## src/rtl/spi_target_wide.sv

```systemverilog
`timescale 1ns/1ps
// SPI target front end: oversampled pins, WORD_W-bit words, any CPOL/CPHA, MSB/LSB first. SPI_TARGET_ABORT_EN adds the partial-word abort pulse.
// Latency: internal action SYNC_STAGES+1 clk edges after a pin edge; receive strobe in that same cycle.
// Backpressure: none; the host must have transmit_word_i ready before each transmit strobe.
module spi_target_wide #(
   parameter int WORD_W      = 8,
   parameter int CPOL        = 0,
   parameter int CPHA        = 0,
   parameter int LSB_FIRST   = 0,
   parameter int SYNC_STAGES = 2
) (
   input  logic              clk,
   input  logic              reset_i,
   input  logic              spi_sck_i,
   input  logic              spi_copi_i,
   output logic              spi_cipo_o,
   input  logic              spi_cs_i,
   output logic              receive_strobe_o,
   output logic [WORD_W-1:0] receive_word_o,
   output logic              transmit_strobe_o,
   input  logic [WORD_W-1:0] transmit_word_i,
   output logic              busy_o,
   output logic              abort_o
);

   localparam int               CNT_W = (WORD_W > 2) ? $clog2(WORD_W) : 1;
   localparam logic [CNT_W-1:0] LAST  = CNT_W'(WORD_W - 1);
   localparam logic             IDLE  = (CPOL != 0);

   logic [SYNC_STAGES-1:0] sck_sync, copi_sync, cs_sync;
   logic                   sck_q, cs_q;
   logic                   sck_s, copi_s, cs_s;
   logic                   lead_edge, trail_edge, sel_start, sel_end;
   logic [WORD_W-1:0]      shreg, shifted;
   logic [CNT_W-1:0]       cnt;
   logic                   half;

   function automatic logic out_bit(input logic [WORD_W-1:0] r);
      return (LSB_FIRST != 0) ? r[0] : r[WORD_W-1];
   endfunction

   assign sck_s  = sck_sync[SYNC_STAGES-1];
   assign copi_s = copi_sync[SYNC_STAGES-1];
   assign cs_s   = cs_sync[SYNC_STAGES-1];

   // History flops reset to 0 (CS "active"), so a frame open at reset needs a fresh select.
   always_comb begin
      lead_edge  = (sck_s != sck_q) && (sck_s != IDLE);
      trail_edge = (sck_s != sck_q) && (sck_s == IDLE);
      sel_start  = cs_q && !cs_s;
      sel_end    = !cs_q && cs_s && busy_o;
      if (LSB_FIRST != 0)
         shifted = {copi_s, shreg[WORD_W-1:1]};
      else
         shifted = {shreg[WORD_W-2:0], copi_s};
   end

   always_ff @(posedge clk) begin
      if (reset_i) begin
         sck_sync          <= '0;
         copi_sync         <= '0;
         cs_sync           <= '0;
         sck_q             <= 1'b0;
         cs_q              <= 1'b0;
         receive_strobe_o  <= 1'b0;
         transmit_strobe_o <= 1'b0;
         receive_word_o    <= '0;
         shreg             <= '0;
         cnt               <= '0;
         half              <= 1'b0;
         busy_o            <= 1'b0;
         spi_cipo_o        <= 1'b0;
      end else begin
         sck_sync          <= {sck_sync[SYNC_STAGES-2:0], spi_sck_i};
         copi_sync         <= {copi_sync[SYNC_STAGES-2:0], spi_copi_i};
         cs_sync           <= {cs_sync[SYNC_STAGES-2:0], spi_cs_i};
         sck_q             <= sck_s;
         cs_q              <= cs_s;
         receive_strobe_o  <= 1'b0;
         transmit_strobe_o <= 1'b0;
         if (sel_start) begin
            busy_o            <= 1'b1;
            shreg             <= transmit_word_i;
            transmit_strobe_o <= 1'b1;
            cnt               <= '0;
            half              <= 1'b0;
            if (CPHA == 0) spi_cipo_o <= out_bit(transmit_word_i);
         end else if (sel_end) begin
            busy_o <= 1'b0;
            cnt    <= '0;
            half   <= 1'b0;
         end else if (busy_o) begin
            if (lead_edge && !half) begin
               half <= 1'b1;
               if (CPHA == 0) begin
                  shreg      <= shifted;
                  spi_cipo_o <= out_bit(shifted);
                  if (cnt == LAST) begin
                     receive_strobe_o <= 1'b1;
                     receive_word_o   <= shifted;
                  end
               end else begin
                  spi_cipo_o <= out_bit(shreg);
               end
            end else if (trail_edge && half) begin
               half <= 1'b0;
               if (cnt == LAST) begin
                  cnt               <= '0;
                  shreg             <= transmit_word_i;
                  transmit_strobe_o <= 1'b1;
                  if (CPHA == 0) begin
                     spi_cipo_o <= out_bit(transmit_word_i);
                  end else begin
                     receive_strobe_o <= 1'b1;
                     receive_word_o   <= shifted;
                  end
               end else begin
                  cnt <= cnt + 1'b1;
                  if (CPHA != 0) shreg <= shifted;
               end
            end
         end
      end
   end

`ifdef SPI_TARGET_ABORT_EN
   always_ff @(posedge clk) begin
      if (reset_i)
         abort_o <= 1'b0;
      else
         abort_o <= sel_end && ((cnt != '0) || ((CPHA != 0) && half));
   end
`else
   assign abort_o = 1'b0;
`endif

endmodule
```

## config.mk

```make
export PLATFORM = sky130hd
export DESIGN_NAME = spi_target_wide
export DESIGN_NICKNAME = d
export VERILOG_FILES = /design/src/rtl/spi_target_wide.sv
export SDC_FILE = /design/constraint.sdc
export NUM_CORES = 1
export LEC_CHECK = 0
export BUFFER_PORTS_ARGS = -buffer_cell sky130_fd_sc_hd__buf_2
export CAP_MARGIN = 5
export CELL_PAD_IN_SITES_DETAIL_PLACEMENT = 1
export CELL_PAD_IN_SITES_GLOBAL_PLACEMENT = 1
export CORE_MARGIN = 4
export CORE_UTILIZATION = 42
export CTS_BUF_LIST = sky130_fd_sc_hd__clkbuf_2 sky130_fd_sc_hd__clkbuf_4 sky130_fd_sc_hd__clkbuf_8
export CTS_CLUSTER_SIZE = 40
export DETAILED_ROUTE_END_ITERATION = 12
export PLACE_DENSITY_LB_ADDON = 0.1
export SLEW_MARGIN = 5
export SYNTH_ARGS = -nofsm -noshare
export SYNTH_HDL_FRONTEND = slang
export SYNTH_SLANG_ARGS = --single-unit
```

## constraint.sdc

```tcl
create_clock -name clk -period 2.6 [get_ports clk]
set_clock_uncertainty 0.2 [all_clocks]
set_input_delay 0.13 -clock clk [delete_from_list [all_inputs] [get_ports clk]]
set_output_delay 0.13 -clock clk [all_outputs]
set_load 0.03 [all_outputs]
```

# Yosys cells after proc, flatten, opt, wreduce, memory -nomap -nowiden
# Cells that the tools add are included.
[totals]
reg_bits = 31
in_bits = 13
out_inout_bits = 13
elab_cells = 66
[op_classes]
addsub = 1
eq_ne = 3
n_mux = 23
n_bitwise = 5
reduce_logical = 21
[ops]
columns = ["operator", "n"]
rows = [
  ["$mux 7", 6],
  ["$mux 1", 16],
  ["$logic_and 1x1->1", 7],
  ["$reduce_bool 2->1", 3],
  ["$reduce_bool 3->1", 2],
  ["$not 1->1", 5],
  ["$reduce_and 5->1", 1],
  ["$reduce_or 5->1", 1],
  ["$reduce_and 4->1", 1],
  ["$add 3x1->3 const B", 1],
  ["$eq 3x3->1 const B", 1],
  ["$logic_not 1->1", 3],
  ["$mux 3", 1],
  ["$reduce_and 3->1", 1],
  ["$reduce_or 3->1", 1],
  ["$ne 2x2->1 const B", 1],
  ["$reduce_and 2->1", 1],
  ["$ne 1x1->1", 1],
]

# Depth between registers and ports, before layout
[logic_depth]
word_depth = 8
depth_mapped = 7

# Worst setup path after synthesis
# No wires, ideal clock.
[synth_timing]
path_type = "register -> register"
from = "reg cnt[0]"
to = "reg shreg[0]"
setup_ns = 0.124
arrival_ns = 1.529
required_time_ns = 2.276
setup_slack_ns = 0.747
stages_incl_launch_ff = 8
period_less_slack_ns = 1.853
path_cell_list = "dfxtp_1 ha_1 ha_1 nand4b_1 a211oi_4 or2_1 buf_6 a21oi_1"
[synth_between]
elab_chain_cells = 3
[synth_lines]
columns = ["item", "line", "source"]
rows = [
  ["start: declaration", "35", "logic [CNT_W-1:0] cnt;"],
  ["start signal: assignment", "118", "cnt <= cnt + 1'b1;"],
  ["$eq 3x3->1", "107", "if (cnt == LAST) begin"],
  ["$reduce_bool 3->1 (no line)", "--", ""],
  ["$reduce_and 4->1 (no line)", "--", ""],
  ["end signal: assignment", "96", "shreg <= shifted;"],
  ["end signal: assignment", "109", "shreg <= transmit_word_i;"],
  ["end signal: assignment", "119", "if (CPHA != 0) shreg <= shifted;"],
  ["end: declaration", "34", "logic [WORD_W-1:0] shreg, shifted;"],
]
# No other way between the ends.
# A chain may end at the register's enable or synchronous reset.

# Worst setup path in the final report
# Ends and elaborated chain as after synthesis.

==> flow_metrics.py <==
metrics = {
    "grt": {
        "grt_antenna_before_repair": 0,
        "grt_first_pass_wirelength_um": 4150,
        "grt_overflow": 0,
        "grt_pass1_vias": 992,
        "track_usage_pct": 15.1,
        "grt_start_max_net_pins": 19,
    },
    "placed_design": {
        "gp_congestion": 0.719,
        "place_inst": 168,
        "pre_cts_ws_ns": 0.476,
        "portBuffers": 24,
        "dp_hpwl_um": 1800,
    },
    "sta": {
        "rsz0062_at_grt": "false",
        "tns_ns": 0,
        "hold_viol": 0,
        "setup_viol": 0,
        "timing.final.ws_setup_ns": 0.459,
        "finalCriticalPeriod_ns": 2.14,
        "max_freq_ghz": 0.467,
        "drv_slew": 0,
        "finalCritPeriodShare_pct": 82.4,
    },
    "detailed_routing": {
        "routed_wl_um": 2480,
        "routedWlPerCell_um": 13.1,
        "drtIter0Drc": 19,
        "route.detailed.drc": 0,
        "antenna_left": 0,
        "drtPass1Iterations": 4,
        "viasPerCell": 5.21,
        "via_count": 985,
    },
    "clock_network": {
        "cts_root_buffer": "clkbuf_4",
        "htree_levels": 2,
        "holdBufCountCts": 14,
        "cts.repair.resized": 0,
        "cts_buffer_depth": 2,
        "cts_tree": "built",
        "cts_made_buffers": 5,
        "cts_num_sinks": 31,
        "path_clk_slew_ns": 0.08,
        "post_cts_buffers": 0,
        "clk_latency_ns": 0.32,
    },
    "flow_run": {
        "maxCapViolCount": 0,
    },
    "power": {
        "swShare_pct": 22.5,
        "peakVddDrop_v": 0.000382,
        "power_frac_seq_pct": 58.9,
        "p_switching_mw": 0.188,
        "power_frac_clock_pct": 32.9,
        "finalPower_mw": 0.835,
        "p_leak_nw": 0.801,
        "combinationalPowerShare_pct": 8.2,
        "p_int_mw": 0.647,
        "p_per_area_nw_per_um2": 536,
    },
    "cells_and_area": {
        "insertedDiodeCount": 0,
        "drive_gt1_share_pct": 23.4,
        "final_cells": 189,
        "final_util_pct": 56.1,
        "fin_nets": 173,
        "syn2layout_area_growth_pct": 27.4,
    },
    "die": {
        "rows": 19,
        "ios": 26,
        "die_w_um": 62.0,
        "die_area_um2": 3840,
        "die_h_um": 62.0,
        "floorplan.initialDensity_pct": 44.0,
        "coreArea_um2": 2780,
    },
    "synthesis": {
        "avgSynthCellArea_um2": 10.5,
        "syn_inst": 117,
        "yosys_register_bits": 31,
        "yosys.area.top_type": "dfxtp_1",
        "yosys_warnings": 0,
        "syn-num-nets": 132,
        "syn-cell-area_um2": 1220,
        "yosys.cell_types.count": 29,
        "ys_top_cells_by_area": "dfxtp_1 51%, mux2i_1 15%, nor2b_1 5.1%",
        "ys_seq_area_share_pct": 50.7,
        "synth_top_area_share_pct": 50.7,
    },
    "setup_path": {
        "criticalPathCategory": "register to register",
        "cp-end-kind": "register",
        "worstPathRequired_ns": 2.59,
        "arrival_ns": 2.13,
        "startpoint_type": "register",
        "critPathMaxFanout": 9,
    },
    "run_status": {
        "outcome": "complete, no violations",
    },
    "min_path": {
        "hp-class": "register to register",
    },
}
-- per-layer routing --
metal | GRT usage [%] | share of wire [%] | vias to the layer above
met1 | 16.3 | 43 | 469
met4 | 7.27 | 1.5 | 0
met2 | 26.8 | 52 | 20
met5 | 0 | 0 | -
met3 | 4.34 | 4.3 | 4
li1 | - | - | 492
-- worst max-delay path: stages, from the launching register on --
cell and delay, ns:
dfxtp_1 0.36, ha_1 0.16, ha_1 0.18, nand4b_1 0.19
a211oi_4 0.46, or2_1 0.35, a21oi_1 0.11
-- final timing paths --
path,from,endpoint,depth (start not counted),slack [ns]
worst min register to register,sck_sync[0],sck_sync[1],1,0.25
worst min-delay path,sck_sync[0],sck_sync[1],1,0.25
worst max register to register,cnt[0],shreg[0],6,0.46
worst max-delay path,cnt[0],shreg[0],6,0.46
-- power by group through the flow --
stage	clock network (mW)	logic (mW)	registers [mW]
final	0.275	0.0685	0.492
after global placement	0	0.0523	0.503
after detailed placement	0	0.0535	0.504
after CTS	0.294	0.0695	0.493
after global routing	0.311	0.0762	0.494
after floorplan	0	0.0369	0.503
-- final cells by class --
| type | instances | area, um2 |
|---|---|---|
| timing repair buffer | 40 | 275 |
| multi-input combinational | 78 | 561 |
| clock inverter | 1 | 5.00 |
| sequential | 31 | 621 |
| tap | 31 | 38.8 |
| inverter | 2 | 7.51 |
| fill | 320 | 1220 |
| clock buffer | 6 | 51.3 |
-- sequential cells by signal, indices dropped and copies added, names as in the netlist, 2 cells and up --
name / count
cnt: 3
copi_sync: 2
receive_word_o: 8
shreg: 7
cs_sync: 2
sck_sync: 2
-- synthesized netlist by cell type --
master,count
dfxtp_1,31
mux2i_1,18
nor2_1,14
nor2b_1,10
o31ai_1,8
a21oi_1,7
clkbuf_1,3
a21oi_2,2
ha_1,2
nand2_1,2
nand4b_1,2
a211oi_4,1
a21boi_0,1
a22oi_1,1
buf_2,1
buf_4,1
buf_6,1
clkinv_1,1
conb_1,1
inv_1,1
nand2b_1,1
nand3_1,1
nand4_1,1
nor3_1,1
nor3b_1,1
o21a_1,1
or2_1,1
or3b_4,1
xnor2_1,1
-- cells by family after synthesis --
| kind of cell | share of synthesized area [%] |
|---|---|
| and+or+nand+nor | 15.3 |
| DFF | 50.7 |
| AOI/OAI and AO/OA | 12.7 |
| muxes | 14.7 |
| buffers and inverters | 3.48 |
| adders and majority gates | 2.04 |
| other | 0.306 |
| xor gates and xnor gates | 0.716 |
-- metrics by stage --
stage | area (um2) | hold slack (ns)
floorplan | 1220 | 0.0582
global placement | 1360 | 0.144
detailed placement | 1360 | 0.157
CTS | 1560 | 0.256
global route | 1560 | 0.258
finish | 1560 | 0.246
-- cell usage in the layout, fill, tap and decap left out, types with 5 or more instances in the layout --
cell and n:
a21oi_1 7, buf_2 24, clkbuf_4 5, dfxtp_1 31, dlygate4sd3_1 14, mux2i_1 18
nor2_1 14, nor2b_1 10, o31ai_1 8
(Power assumes the default switching activity.)
